`src/rtl/dcache_port_arbiter.sv`:
```
// Purpose: single-port arbiter between store-buffer drain and LSU loads in front of the dcache (build option: STB_LOAD_ORDER_EN).
// Latency: request sampled in IDLE drives arb2dcache_req the next cycle; source ack is combinational with dcache2arb_ack.
// Backpressure: granted request is latched and held until dcache2arb_ack; the losing source simply keeps its req asserted.
module dcache_port_arbiter #(
    parameter int ADDR_WIDTH     = 32,
    parameter int DATA_WIDTH     = 32,
    parameter int BYTE_SEL_WIDTH = 4,
    parameter int STARVE_MAX     = 4
) (
    input  logic                      clk,
    input  logic                      rst_n,
    // store buffer drain path
    input  logic [ADDR_WIDTH-1:0]     stb2dcache_addr,
    input  logic [DATA_WIDTH-1:0]     stb2dcache_wdata,
    input  logic [BYTE_SEL_WIDTH-1:0] stb2dcache_sel_byte,
    input  logic                      stb2dcache_w_en,
    input  logic                      stb2dcache_req,
    input  logic                      stb2dcache_empty,
    output logic                      dcache2stb_ack,
    // LSU load path
    input  logic [ADDR_WIDTH-1:0]     lsudbus2arb_addr,
    input  logic                      lsudbus2arb_req,
    output logic                      arb2lsudbus_ack,
    output logic [DATA_WIDTH-1:0]     arb2lsudbus_rdata,
    // dcache port
    output logic [ADDR_WIDTH-1:0]     arb2dcache_addr,
    output logic [DATA_WIDTH-1:0]     arb2dcache_wdata,
    output logic [BYTE_SEL_WIDTH-1:0] arb2dcache_sel_byte,
    output logic                      arb2dcache_w_en,
    output logic                      arb2dcache_req,
    input  logic                      dcache2arb_ack,
    input  logic [DATA_WIDTH-1:0]     dcache2arb_rdata
);

    localparam int CNT_W = $clog2(STARVE_MAX + 1);
    localparam logic [CNT_W-1:0] STARVE_MAX_C = CNT_W'(STARVE_MAX);

    typedef enum logic [1:0] {
        ST_IDLE  = 2'd0,
        ST_LOAD  = 2'd1,
        ST_STORE = 2'd2
    } state_t;

    state_t                    state_q,      state_d;
    logic [CNT_W-1:0]          starve_cnt_q, starve_cnt_d;
    logic                      req_q,        req_d;
    logic                      w_en_q,       w_en_d;
    logic [ADDR_WIDTH-1:0]     addr_q,       addr_d;
    logic [DATA_WIDTH-1:0]     wdata_q,      wdata_d;
    logic [BYTE_SEL_WIDTH-1:0] sel_q,        sel_d;

    logic load_elig;
    logic grant_load;
    logic grant_store;

    // The store buffer always writes; its w_en carries no extra information.
    logic unused_inputs;
    assign unused_inputs = &{1'b0, stb2dcache_w_en, stb2dcache_empty};

`ifdef STB_LOAD_ORDER_EN
    // Strict ordering: a load may only go once every older store has drained.
    assign load_elig = stb2dcache_empty & ~stb2dcache_req;
`else
    assign load_elig = 1'b1;
`endif

    // Grant decision in IDLE: loads win unless the store has been passed over STARVE_MAX times.
    always_comb begin
        grant_load  = 1'b0;
        grant_store = 1'b0;
        if (state_q == ST_IDLE) begin
            if (lsudbus2arb_req && load_elig && stb2dcache_req) begin
                if (starve_cnt_q == STARVE_MAX_C) begin
                    grant_store = 1'b1;
                end else begin
                    grant_load = 1'b1;
                end
            end else if (lsudbus2arb_req && load_elig) begin
                grant_load = 1'b1;
            end else if (stb2dcache_req) begin
                grant_store = 1'b1;
            end
        end
    end

    // Next-state: latch the winner on grant, hold it until the dcache acknowledges.
    always_comb begin
        state_d      = state_q;
        starve_cnt_d = starve_cnt_q;
        req_d        = req_q;
        w_en_d       = w_en_q;
        addr_d       = addr_q;
        wdata_d      = wdata_q;
        sel_d        = sel_q;
        if (grant_load) begin
            state_d = ST_LOAD;
            req_d   = 1'b1;
            w_en_d  = 1'b0;
            addr_d  = lsudbus2arb_addr;
            wdata_d = '0;
            sel_d   = '1;
            // Only count loads that actually overtook a waiting store.
            if (stb2dcache_req && (starve_cnt_q != STARVE_MAX_C)) begin
                starve_cnt_d = starve_cnt_q + CNT_W'(1);
            end
        end else if (grant_store) begin
            state_d      = ST_STORE;
            req_d        = 1'b1;
            w_en_d       = 1'b1;
            addr_d       = stb2dcache_addr;
            wdata_d      = stb2dcache_wdata;
            sel_d        = stb2dcache_sel_byte;
            starve_cnt_d = '0;
        end else if ((state_q != ST_IDLE) && dcache2arb_ack) begin
            // Completion; an ack seen in IDLE never reaches this branch.
            state_d = ST_IDLE;
            req_d   = 1'b0;
        end
    end

    // State and registered dcache-side outputs.
    always_ff @(posedge clk or negedge rst_n) begin
        if (!rst_n) begin
            state_q      <= ST_IDLE;
            starve_cnt_q <= '0;
            req_q        <= 1'b0;
            w_en_q       <= 1'b0;
            addr_q       <= '0;
            wdata_q      <= '0;
            sel_q        <= '0;
        end else begin
            state_q      <= state_d;
            starve_cnt_q <= starve_cnt_d;
            req_q        <= req_d;
            w_en_q       <= w_en_d;
            addr_q       <= addr_d;
            wdata_q      <= wdata_d;
            sel_q        <= sel_d;
        end
    end

    assign arb2dcache_req      = req_q;
    assign arb2dcache_w_en     = w_en_q;
    assign arb2dcache_addr     = addr_q;
    assign arb2dcache_wdata    = wdata_q;
    assign arb2dcache_sel_byte = sel_q;

    // Route the dcache ack and read data back to whichever source owns the port.
    assign dcache2stb_ack    = dcache2arb_ack & (state_q == ST_STORE);
    assign arb2lsudbus_ack   = dcache2arb_ack & (state_q == ST_LOAD);
    assign arb2lsudbus_rdata = (state_q == ST_LOAD) ? dcache2arb_rdata : '0;

endmodule

```
`config.mk`:
```
export PLATFORM = sky130hd
export DESIGN_NAME = dcache_port_arbiter
export DESIGN_NICKNAME = d
export VERILOG_FILES = /design/src/rtl/dcache_port_arbiter.sv
export SDC_FILE = /design/constraint.sdc
export NUM_CORES = 1
export LEC_CHECK = 0
export ABC_AREA = 1
export CAP_MARGIN = 20
export CORE_MARGIN = 1.5
export CORE_UTILIZATION = 39
export DETAILED_ROUTE_END_ITERATION = 10
export GPL_TIMING_DRIVEN = 0
export PLACE_DENSITY = 0.9
export SLEW_MARGIN = 20
export SYNTH_ARGS = -nofsm -noshare
export SYNTH_HDL_FRONTEND = slang
export SYNTH_SLANG_ARGS = --single-unit
export TNS_END_PERCENT = 1
```
`constraint.sdc`:
```
create_clock -name clk -period 3.3 [get_ports clk]
set_clock_uncertainty 0.05 [all_clocks]
set_input_delay 0.825 -clock clk [delete_from_list [all_inputs] [get_ports clk]]
set_output_delay 0.825 -clock clk [all_outputs]
set_load 0.01 [all_outputs]
```
== Yosys cells after proc, flatten, opt, wreduce, memory -nomap -nowiden ==
Index checks and enable logic that the tools add are counted.

* Input port bits: 139
* Register bits after elaboration: 75
* Word-level logic and storage cells: 50
* Output and inout bits: 104

* Muxes and demuxes: 27
* Equality and inequality tests: 5
* Bitwise logic cells: 2
* Reductions and logical operators: 8
* $add $sub $neg: 1

{| class="wikitable"
|+ Operators with widths
! operator !! number
|-
| $mux 32 || 5
|-
| $mux 1 || 14
|-
| $mux 3 || 3
|-
| $mux 4 || 2
|-
| $mux 2 || 3
|-
| $reduce_bool 2->1 || 2
|-
| $add 3x1->3 const B || 1
|-
| $eq 3x3->1 const B || 1
|-
| $logic_and 1x1->1 || 3
|-
| $ne 3x3->1 const B || 1
|-
| $reduce_bool 3->1 || 1
|-
| $and 1x1->1 || 2
|-
| $eq 2x1->1 const B || 1
|-
| $eq 2x2->1 const B || 1
|-
| $logic_not 2->1 || 1
|-
| $ne 2x1->1 const B || 1
|-
| $reduce_and 2->1 || 1
|}

== Depth between registers and ports, before layout ==
Gate-level depths: netlist of run 1.

* Depth after elaboration: 6
* Depth in mapped cells: 8

== Least setup slack after synthesis of run 1 ==
Ideal clock, no wire load.

* Path type: input port to output port
* Start point: input dcache2arb_ack
* End point: output dcache2stb_ack
* Required time: 2425 ps
* Arrival time: 1114 ps
* Setup slack: 1311 ps
* Buffers on the path: 0
* Stages on the path: 2
* Cells stage by stage: inv_1 -> nor3_1

* Word-level cells in the longest chain between the ends: 1

{| class="wikitable"
|+ Ends and longest elaborated chain
! what !! RTL line !! source
|-
| start, declared || 31 || <nowiki>input logic dcache2arb_ack,</nowiki>
|-
| $and 1x1->1 || 149 || <nowiki>assign dcache2stb_ack = dcache2arb_ack & (state_q == ST_STORE);</nowiki>
|-
| end, declared || 19 || <nowiki>output logic dcache2stb_ack,</nowiki>
|}

No other way between the ends.

== Final worst setup path of run 1 ==
Same ends and word-level chain as after synthesis.

==> impl_metrics.tcl, run 1 <==
set metrics [dict create \
    synth-seq-cells 75 \
    power.switching_fraction_pct 38.8 \
    remaining_drc_errors 0 \
    total_switching_power_mw 1.99 \
    grt.overflow.total 0 \
    largest_voltage_drop_on_the_vdd_net_uv 419 \
    placedCellCount 813 \
    ys_warn_count 0 \
    drt-vias-per-instance 4.94 \
    fraction_of_power_consumed_by_sequential_logic_pct 31.3 \
    layout_common_cells "sky130_fd_sc_hd__clkdlybuf4s50_1 (238), sky130_fd_sc_hd__nand2_1 (121), sky130_fd_sc_hd__nand3_1 (105), sky130_fd_sc_hd__dfrtp_1 (75), sky130_fd_sc_hd__inv_1 (49)" \
    maxSlewViolCount 0 \
    setup_viol 0 \
    final_weighted_congestion_of_routability_driven_global_placement 0.878 \
    cp_data_arrival_time_ns 2.07 \
    detailedPlacementHpwl_um 9850 \
    criticalPathCategory "input port to output port" \
    met1_length_um 5110 \
    result_of_the_run "finished clean" \
    metal3_wl_um 1070 \
    clock_power_share_pct 13.6 \
    cts.htree.levels 3 \
    ant_nets 0 \
    routed_wirelength_um 12700 \
    pwr-share-comb_pct 55.1 \
    hold_buffers 0 \
    max-clock-path-buffers 2 \
    finalHoldViolations 0 \
    met2WireLength_um 6190 \
    fin_setup_tns_ns 0 \
    timing_worst_slew_pin_value_ns 0.422 \
    post_cts_buffers 0 \
    layout_commonest_cell "sky130_fd_sc_hd__clkdlybuf4s50_1" \
    post_route_cells_drive_above_1_share_pct 7.24 \
    launching_element_type_of_the_critical_path "input port" \
    timing.hold.worst.class "input port to asynchronous set/reset pin" \
    diodes 0 \
    dieHeight_um 99.7 \
    total_iterations_of_the_first_detailed_routing_run 4 \
    tritoncts.num_buffers 9 \
    syn-instance-count 462 \
    grt_antenna_before_repair 0 \
    intPower_mw 3.14 \
    flow.area_growth_from_synthesis_pct 75.3 \
    maxUsedRoutingLayer "met4" \
    detail_route.iter0.violations 191 \
    max_clock_freq_mhz 339 \
    placement.io_buffers 239 \
    cap_violations 0 \
    grt.total_usage_pct 25.6 \
    fin_util_pct 69.9 \
    grt_first_pass_wirelength_um 20400 \
    syn_avg_cell_area_um2 7.90 \
    core_area_um2 9150 \
    finalCriticalPeriod_ns 2.95 \
    worstSetupEndpointType "output port" \
    slew-limit-headroom_pct 71.8 \
    clockRootBuffer "sky130_fd_sc_hd__clkbuf_8" \
    ioPinCount 243 \
    worstPathRequired_ns 2.42 \
    placementRows 35 \
    drt-wirelength-per-cell_um 15.3 \
    worst_skew_pair.late_latency_ns 0.33 \
    chipWidth_um 99.7 \
    post_cts.resized_instances 0 \
    vias_in_the_first_global_route 4194 \
    design.die.area_um2 9940 \
    cts_tree "built" \
    initial_core_util_pct 39.9 \
    clk_pin_slew_worst_paths_ns 0.08 \
    synth_sequential_area_ratio_pct 51.4 \
    maximum_number_of_pins_on_one_net_before_global_route_repair 48 \
    p_leak_nw 3.07 \
    syn-cell-area_um2 3650 \
    report.power.total_mw 5.12 \
    cts.sink_count 75 \
    power_per_cell_area_nw_per_um2 801 \
    layoutNonFillerInstCount 829 \
    synthDistinctLibCells 15 \
    num_vias 4099 \
    timing.critical_path.fanout_max 2 \
    setup_repair_after_global_routing_missed_its_margin "no" \
    final_nets 854 \
    syn_nets 603 \
    finalCritPeriodShare_pct 89.3 \
]
synth_stat cells (all sizes together):
cell type  number  area share (%)
buf            34             5.1
dfrtp          75              51
ha              2            0.69
inv            51             5.2
nand2         121              12
nand3         105              14
nand4          32             5.5
nor2           38             4.3
nor3            1            0.14
o21ai           3            0.72
metrics by stage:
| step | hold WS (ns) | cell area [um^2] | setup WS, ns |
|---|---|---|---|
| after floorplan | 0.457 | 3650 | 1.31 |
| after global placement | 0.411 | 6180 | -1.20 |
| after detailed placement | 0.415 | 6200 | 0.331 |
| after CTS | 0.349 | 6400 | 0.341 |
| after global routing | 0.357 | 6400 | 0.286 |
| final | 0.351 | 6400 | 0.352 |
registers in the layout, summed over array words and instances, names as in the netlist:
name / cells
arb2dcache_addr: 32
arb2dcache_req: 1
arb2dcache_sel_byte: 4
arb2dcache_w_en: 1
arb2dcache_wdata: 32
starve_cnt_q: 3
state_q: 2
cells by family after synthesis:
group                    share of synthesized area (%)
AND/OR/NAND/NOR                                   36.8
AO/OA/AOI/OAI                                    0.720
adder cells (fa/ha/maj)                          0.686
buffers and inverters                             10.4
flip-flops                                        51.4
layer usage:
layer  GRT usage [%]  vias to the layer above
met5               0                        -
met4            8.78                        0
met1            31.7                     1896
met3            6.47                       30
li1                -                     1990
met2            43.6                      183
power groups by stage:
stage,clock network (mW),logic [mW],registers [mW]
6_report,0.695,2.82,1.60
5_1_grt,0.758,3.09,1.65
4_1_cts,0.712,2.85,1.60
3_5_place_dp,0,2.84,1.61
3_3_place_gp,0,2.75,1.59
2_1_floorplan,0,1.09,1.78
worst max-delay path, cell delays in order:
cell and delay [ns]:
sky130_fd_sc_hd__clkdlybuf4s50_1 0.47, sky130_fd_sc_hd__inv_1 0.05, sky130_fd_sc_hd__nor3_1 0.13, sky130_fd_sc_hd__clkdlybuf4s50_1 0.60
worst paths after layout:
path,to,cells after the start,slack (ns),start
worst max-delay path,dcache2stb_ack,4,0.35,dcache2arb_ack
worst min-delay path,arb2dcache_addr[16],1,0.35,rst_n
worst max register to register,starve_cnt_q[2],8,1.56,starve_cnt_q[0]
worst min register to register,arb2dcache_wdata[31],2,0.43,arb2dcache_wdata[31]
max in group asynchronous,arb2dcache_wdata[21],2,2.27,rst_n
min in group clk,arb2dcache_wdata[31],2,0.43,arb2dcache_wdata[31]
area by class of cell:
cell class                      instances  area [um^2]
Inverter                               51          191
Buffer                                 34          186
Fill cell                             696         2760
Sequential cell                        75         1880
Multi-Input combinational cell        302         1390
Timing Repair Buffer                  240         2420
Clock inverter                          5         61.3
Tap cell                              111          139
Clock buffer                           11          131
(Power assumes the default switching activity.)
==> run 2, diff against run 1 <==
--- a/config.mk
+++ b/config.mk
@@ -7,11 +7,14 @@
 export LEC_CHECK = 0
 export ABC_AREA = 1
 export CAP_MARGIN = 20
+export CELL_PAD_IN_SITES_DETAIL_PLACEMENT = 1
+export CELL_PAD_IN_SITES_GLOBAL_PLACEMENT = 1
 export CORE_MARGIN = 1.5
-export CORE_UTILIZATION = 39
+export CORE_UTILIZATION = 26
 export DETAILED_ROUTE_END_ITERATION = 10
 export GPL_TIMING_DRIVEN = 0
-export PLACE_DENSITY = 0.9
+export PLACE_DENSITY = 0.89
+export SETUP_SLACK_MARGIN = 0.4
 export SLEW_MARGIN = 20
 export SYNTH_ARGS = -nofsm -noshare
 export SYNTH_HDL_FRONTEND = slang
==> run 2 against run 1 <==
  * Clock-buffer cell count rose by 1
  * Critical path depth unchanged
  * Core utilization is 22 points lower
  * Register-to-register slack about the same
  * Final area is 3.1% higher
  * Via count is 1.6% higher
  * Setup slack barely moved
  * Combinational power increased by 2%
  * Largest cell class unchanged
==> impl_metrics.tcl, run 2 (synthesis results as in run 1) <==
set metrics [dict create \
    cts.sink_count 75 \
    grt.total_usage_pct 20.4 \
    routed_wirelength_um 15200 \
    intPower_mw 3.42 \
    cts_tree "built" \
    grt_antenna_before_repair 0 \
    core_area_um2 13800 \
    largest_voltage_drop_on_the_vdd_net_uv 343 \
    final_weighted_congestion_of_routability_driven_global_placement 0.854 \
    diodes 0 \
    max_stage_delay_ns 0.57 \
    final_nets 854 \
    chipWidth_um 121 \
    grt_first_pass_wirelength_um 23200 \
    max-clock-path-buffers 2 \
    tritoncts.num_buffers 9 \
    worst_path_dominant_cell_family "buffers and inverters" \
    worst_skew_pair.late_latency_ns 0.33 \
    fin_setup_tns_ns 0 \
    slowest_stage "sky130_fd_sc_hd__clkdlybuf4s50_1" \
    remaining_drc_errors 0 \
    worstPathBufferInverterCount 3 \
    clockRootBuffer "sky130_fd_sc_hd__clkbuf_16" \
    max_clock_freq_mhz 339 \
    worstSetupEndpointType "output port" \
    cp_data_arrival_time_ns 2.07 \
    flow.area_growth_from_synthesis_pct 80.8 \
    vias_in_the_first_global_route 4442 \
    drt-vias-per-instance 4.65 \
    total_iterations_of_the_first_detailed_routing_run 4 \
    slew-limit-headroom_pct 67.9 \
    path_common_cell "sky130_fd_sc_hd__clkdlybuf4s50_1" \
    pwr-share-comb_pct 52.3 \
    dieHeight_um 121 \
    placement.io_buffers 239 \
    placementRows 43 \
    worstSetupStartpoint "dcache2arb_rdata[4]" \
    launching_element_type_of_the_critical_path "input port" \
    timing.critical_path.fanout_max 1 \
    num_vias 4164 \
    r2r_start "starve_cnt_q[0]" \
    criticalPathCategory "input port to output port" \
    fin_util_pct 47.9 \
    finalCriticalPeriod_ns 2.95 \
    setup_viol 0 \
    clk_pin_slew_worst_paths_ns 0.06 \
    final.hold.worst_slack_ns 0.399 \
    post_route_cells_drive_above_1_share_pct 7.40 \
    power.switching_fraction_pct 38.1 \
    detailedPlacementHpwl_um 11800 \
    fraction_of_power_consumed_by_sequential_logic_pct 29.3 \
    p_leak_nw 3.14 \
    finalCritPeriodShare_pct 89.3 \
    timing_worst_slew_pin_value_ns 0.481 \
    cap_violations 0 \
    total_switching_power_mw 2.11 \
    design.die.area_um2 14800 \
    timing.hold.worst.class "input port to asynchronous set/reset pin" \
    clock_power_share_pct 18.5 \
    power_per_cell_area_nw_per_um2 838 \
    maxSlewViolCount 0 \
    detail_route.iter0.violations 157 \
    drt-wirelength-per-cell_um 17.0 \
    initial_core_util_pct 26.5 \
    finalHoldViolations 0 \
    maximum_number_of_pins_on_one_net_before_global_route_repair 44 \
    grt.overflow.total 0 \
    cts.htree.levels 3 \
    layout_commonest_cell "sky130_fd_sc_hd__clkdlybuf4s50_1" \
    worstPathRequired_ns 2.42 \
    ant_nets 0 \
    ioPinCount 243 \
    cp_cell_sequence "clkdlybuf4s50_1 -> inv_1 -> nor2_2 -> clkdlybuf4s50_1" \
    result_of_the_run "finished clean" \
    layout_common_cells "sky130_fd_sc_hd__clkdlybuf4s50_1 (236), sky130_fd_sc_hd__nand2_1 (121), sky130_fd_sc_hd__nand3_1 (105), sky130_fd_sc_hd__dfrtp_1 (75), sky130_fd_sc_hd__inv_1 (49)" \
    hold_buffers 0 \
    setup_repair_after_global_routing_missed_its_margin "yes" \
]
run 2: area by class of cell:
type                       count  area (um^2)
multi-input combinational    302         1400
clock buffer                  12          267
clock inverter                 2         35.0
tap                          180          225
fill                        1669         7180
inverter                      51          191
sequential                    75         1880
timing repair buffer         240         2420
buffer                        34          186
run 2: power by group through the flow:
stage / Combinational [mW] / Clock [mW] / Sequential [mW]
final: 2.89 / 1.02 / 1.62
after floorplan: 1.09 / 0 / 1.78
after global routing: 3.15 / 1.08 / 1.67
after detailed placement: 2.92 / 0 / 1.63
after global placement: 2.82 / 0 / 1.60
after CTS: 2.94 / 1.04 / 1.62
run 2: final timing paths:
check                      slack (ns)  cells past startpoint                   end
min in group clk                 0.42                      2        arb2dcache_req
min                              0.40                      1   arb2dcache_addr[21]
max in group asynchronous        2.20                      2  arb2dcache_wdata[25]
max reg2reg                      1.57                      8       starve_cnt_q[2]
min reg2reg                      0.42                      2        arb2dcache_req
max                              0.35                      4  arb2lsudbus_rdata[4]
run 2: what timing repair did:
action	CTS	global route
pin swaps	0	0
setup buffers	0	0
setup endpoints to repair	7	17
gates resized for setup	2	1
run 2: layer usage:
metal | up-vias | track usage (%) | routed length [um]
met2 | 151 | 36.3 | 7790
met3 | 21 | 5.55 | 1040
met4 | 0 | 6.62 | 259
li1 | 1991 | - | -
met5 | - | 0 | 0
met1 | 2001 | 23.6 | 6120
run 2: through the flow:
step	setup slack (ns)	instance area, um^2	total power [mW]	std cells
after detailed placement	0.297	6290	4.55	882
after floorplan	1.31	3650	2.87	462
final	0.353	6600	5.53	896
after global placement	-1.34	6270	4.42	881
after global routing	0.327	6600	5.90	896
after CTS	0.356	6590	5.61	896
==> run 3, diff against run 2 <==
--- a/config.mk
+++ b/config.mk
@@ -14,7 +14,9 @@
 export DETAILED_ROUTE_END_ITERATION = 10
 export GPL_TIMING_DRIVEN = 0
 export PLACE_DENSITY = 0.89
+export RECOVER_POWER = 25
 export SETUP_SLACK_MARGIN = 0.4
+export SKIP_CTS_REPAIR_TIMING = 1
 export SLEW_MARGIN = 20
 export SYNTH_ARGS = -nofsm -noshare
 export SYNTH_HDL_FRONTEND = slang
==> run 3 against run 2 <==
  * The flow now finishes with violations (capacitance limit, slew limit)
  * Sequential power about the same
  * Via count unchanged
  * Setup slack unchanged
  * Critical path type unchanged
  * Largest power group unchanged
  * Total power about the same
  * Highest routed layer unchanged
  * Critical endpoint unchanged
  * Die area unchanged
  * Wire length about the same
==> impl_metrics.tcl, run 3 (synthesis results as in run 1) <==
set metrics [dict create \
    worstPathRequired_ns 2.42 \
    clockRootBuffer "sky130_fd_sc_hd__clkbuf_16" \
    grt.total_usage_pct 20.4 \
    drt-wirelength-per-cell_um 17.0 \
    seqCellArea_um2 1880 \
    area_of_combinational_cells_with_multiple_inputs_um2 1400 \
    core_area_um2 13800 \
    num_vias 4164 \
    dieHeight_um 121 \
    cap_violations 1 \
    cts.htree.levels 3 \
    worst_r2r_endpoint "starve_cnt_q[2]" \
    rr_worst_depth 8 \
    remaining_drc_errors 0 \
    placed_area_um2 6290 \
    detail_route.iter0.violations 157 \
    worstSetupStartpoint "dcache2arb_rdata[4]" \
    initial_core_util_pct 26.5 \
    design.die.area_um2 14800 \
    grt_antenna_before_repair 0 \
    flow.area_growth_from_synthesis_pct 80.7 \
    finalCritPeriodShare_pct 89.3 \
    placement.io_buffers 239 \
    timing.reg2reg.setup_slack_ns 1.57 \
    launching_element_type_of_the_critical_path "input port" \
    post_route_cells_drive_above_1_share_pct 7.26 \
    cts.sink_count 75 \
    worstSetupEndpointType "output port" \
    result_of_the_run "finished with violations" \
    grt_first_pass_wirelength_um 23200 \
    maxSlewViolCount 33 \
    criticalPathCategory "input port to output port" \
    detailedPlacementHpwl_um 11800 \
    ant_nets 0 \
    max_clock_freq_mhz 339 \
    intPower_mw 3.42 \
    tritoncts.num_buffers 9 \
    fraction_of_power_consumed_by_sequential_logic_pct 29.3 \
    cts_tree "built" \
    total_iterations_of_the_first_detailed_routing_run 4 \
    final.hold.worst_slack_ns 0.421 \
    num-fill-cells 1668 \
    maximum_number_of_pins_on_one_net_before_global_route_repair 44 \
    diodes 0 \
    post-place-ws_ns 0.297 \
    routed_wirelength_um 15200 \
    worst_skew_pair.late_latency_ns 0.33 \
    worst_setup_path_endpoint "arb2lsudbus_rdata[4]" \
    placementRows 43 \
    final_weighted_congestion_of_routability_driven_global_placement 0.854 \
    report.power.total_mw 5.53 \
    cp_data_arrival_time_ns 2.07 \
    timing.hold.worst.class "flop to flop" \
    max-clock-path-buffers 2 \
    finalHoldViolations 0 \
    clock_power_share_pct 18.4 \
    layout_commonest_cell "sky130_fd_sc_hd__clkdlybuf4s50_1" \
    largest_voltage_drop_on_the_vdd_net_uv 343 \
    timing.final.ws_setup_ns 0.353 \
    pwr-share-comb_pct 52.3 \
    setup_repair_after_global_routing_missed_its_margin "yes" \
    setup_viol 0 \
    r2r_start "starve_cnt_q[0]" \
    layout_common_cells "sky130_fd_sc_hd__clkdlybuf4s50_1 (237), sky130_fd_sc_hd__nand2_1 (121), sky130_fd_sc_hd__nand3_1 (105), sky130_fd_sc_hd__dfrtp_1 (75), sky130_fd_sc_hd__inv_1 (49)" \
    finalCriticalPeriod_ns 2.95 \
    slew-limit-headroom_pct -34.4 \
    power.switching_fraction_pct 38.1 \
    failed_checks "capacitance limit, slew limit" \
    design_area_um2 6590 \
    power_per_cell_area_nw_per_um2 839 \
    grt.overflow.total 0 \
    clk_pin_slew_worst_paths_ns 0.05 \
    vias_in_the_first_global_route 4442 \
    timing.critical_path.fanout_max 1 \
    chipWidth_um 121 \
    fin_util_pct 47.9 \
    p_leak_nw 3.13 \
    ioPinCount 243 \
    total_switching_power_mw 2.11 \
    final_nets 854 \
    drt-vias-per-instance 4.65 \
    timing_worst_slew_pin_value_ns 2.02 \
]
-- run 3: changes by cell type in the layout (fill, tap and decap cells not counted), sizes merged --
cell           change
clkbuf             +1
dlygate4sd2        -1
clkdlybuf4s50      +1
buf                -1
-- run 3: per-layer routing --
metal	vias to the layer above	global-route usage [%]	wire length (um)
met5	-	0	0
met4	0	6.62	259
met3	21	5.55	1030
met2	151	36.3	7790
met1	2001	23.6	6120
li1	1991	-	-
-- run 3: final cells by class --
cell class | count | share of cell area, %
timing repair buffer | 240 | 36.6
sequential | 75 | 28.5
clock inverter | 2 | 0.531
tap | 180 | 3.42
clock buffer | 12 | 4.04
multi-input combinational | 302 | 21.2
buffer | 34 | 2.83
inverter | 51 | 2.90
-- run 3: worst min path at each step --
| stage | from | to | slack [ns] | cells past startpoint |
|---|---|---|---|---|
| 6_report | arb2dcache_req | arb2dcache_req | 0.42 | 2 |
| 5_1_grt | arb2dcache_wdata[0] | arb2dcache_wdata[0] | 0.46 | 2 |
| 4_1_cts | rst_n | arb2dcache_addr[21] | 0.40 | 1 |
| 3_5_place_dp | arb2dcache_req | arb2dcache_req | 0.42 | 2 |
| 3_3_place_gp | arb2dcache_req | arb2dcache_req | 0.41 | 2 |
| 2_1_floorplan | arb2dcache_req | arb2dcache_req | 0.46 | 2 |
-- run 3: metrics by stage --
stage | setup TNS, ns | instances
2_1_floorplan | 0 | 462
3_3_place_gp | -100.27 | 881
3_5_place_dp | 0 | 882
4_1_cts | 0 | 896
5_1_grt | 0 | 896
6_report | 0 | 896
-- run 3: power groups by stage --
stage / Sequential, mW / Combinational [mW] / Clock (mW)
2_1_floorplan: 1.78 / 1.09 / 0
3_3_place_gp: 1.60 / 2.82 / 0
3_5_place_dp: 1.63 / 2.92 / 0
4_1_cts: 1.62 / 2.94 / 1.04
5_1_grt: 1.67 / 3.15 / 1.08
6_report: 1.62 / 2.89 / 1.02
-- run 3: worst max-delay path: stages --
cell                              delay (ns)
sky130_fd_sc_hd__clkdlybuf4s50_1        0.45
sky130_fd_sc_hd__inv_1                  0.05
sky130_fd_sc_hd__nor2_2                 0.18
sky130_fd_sc_hd__clkdlybuf4s50_1        0.57
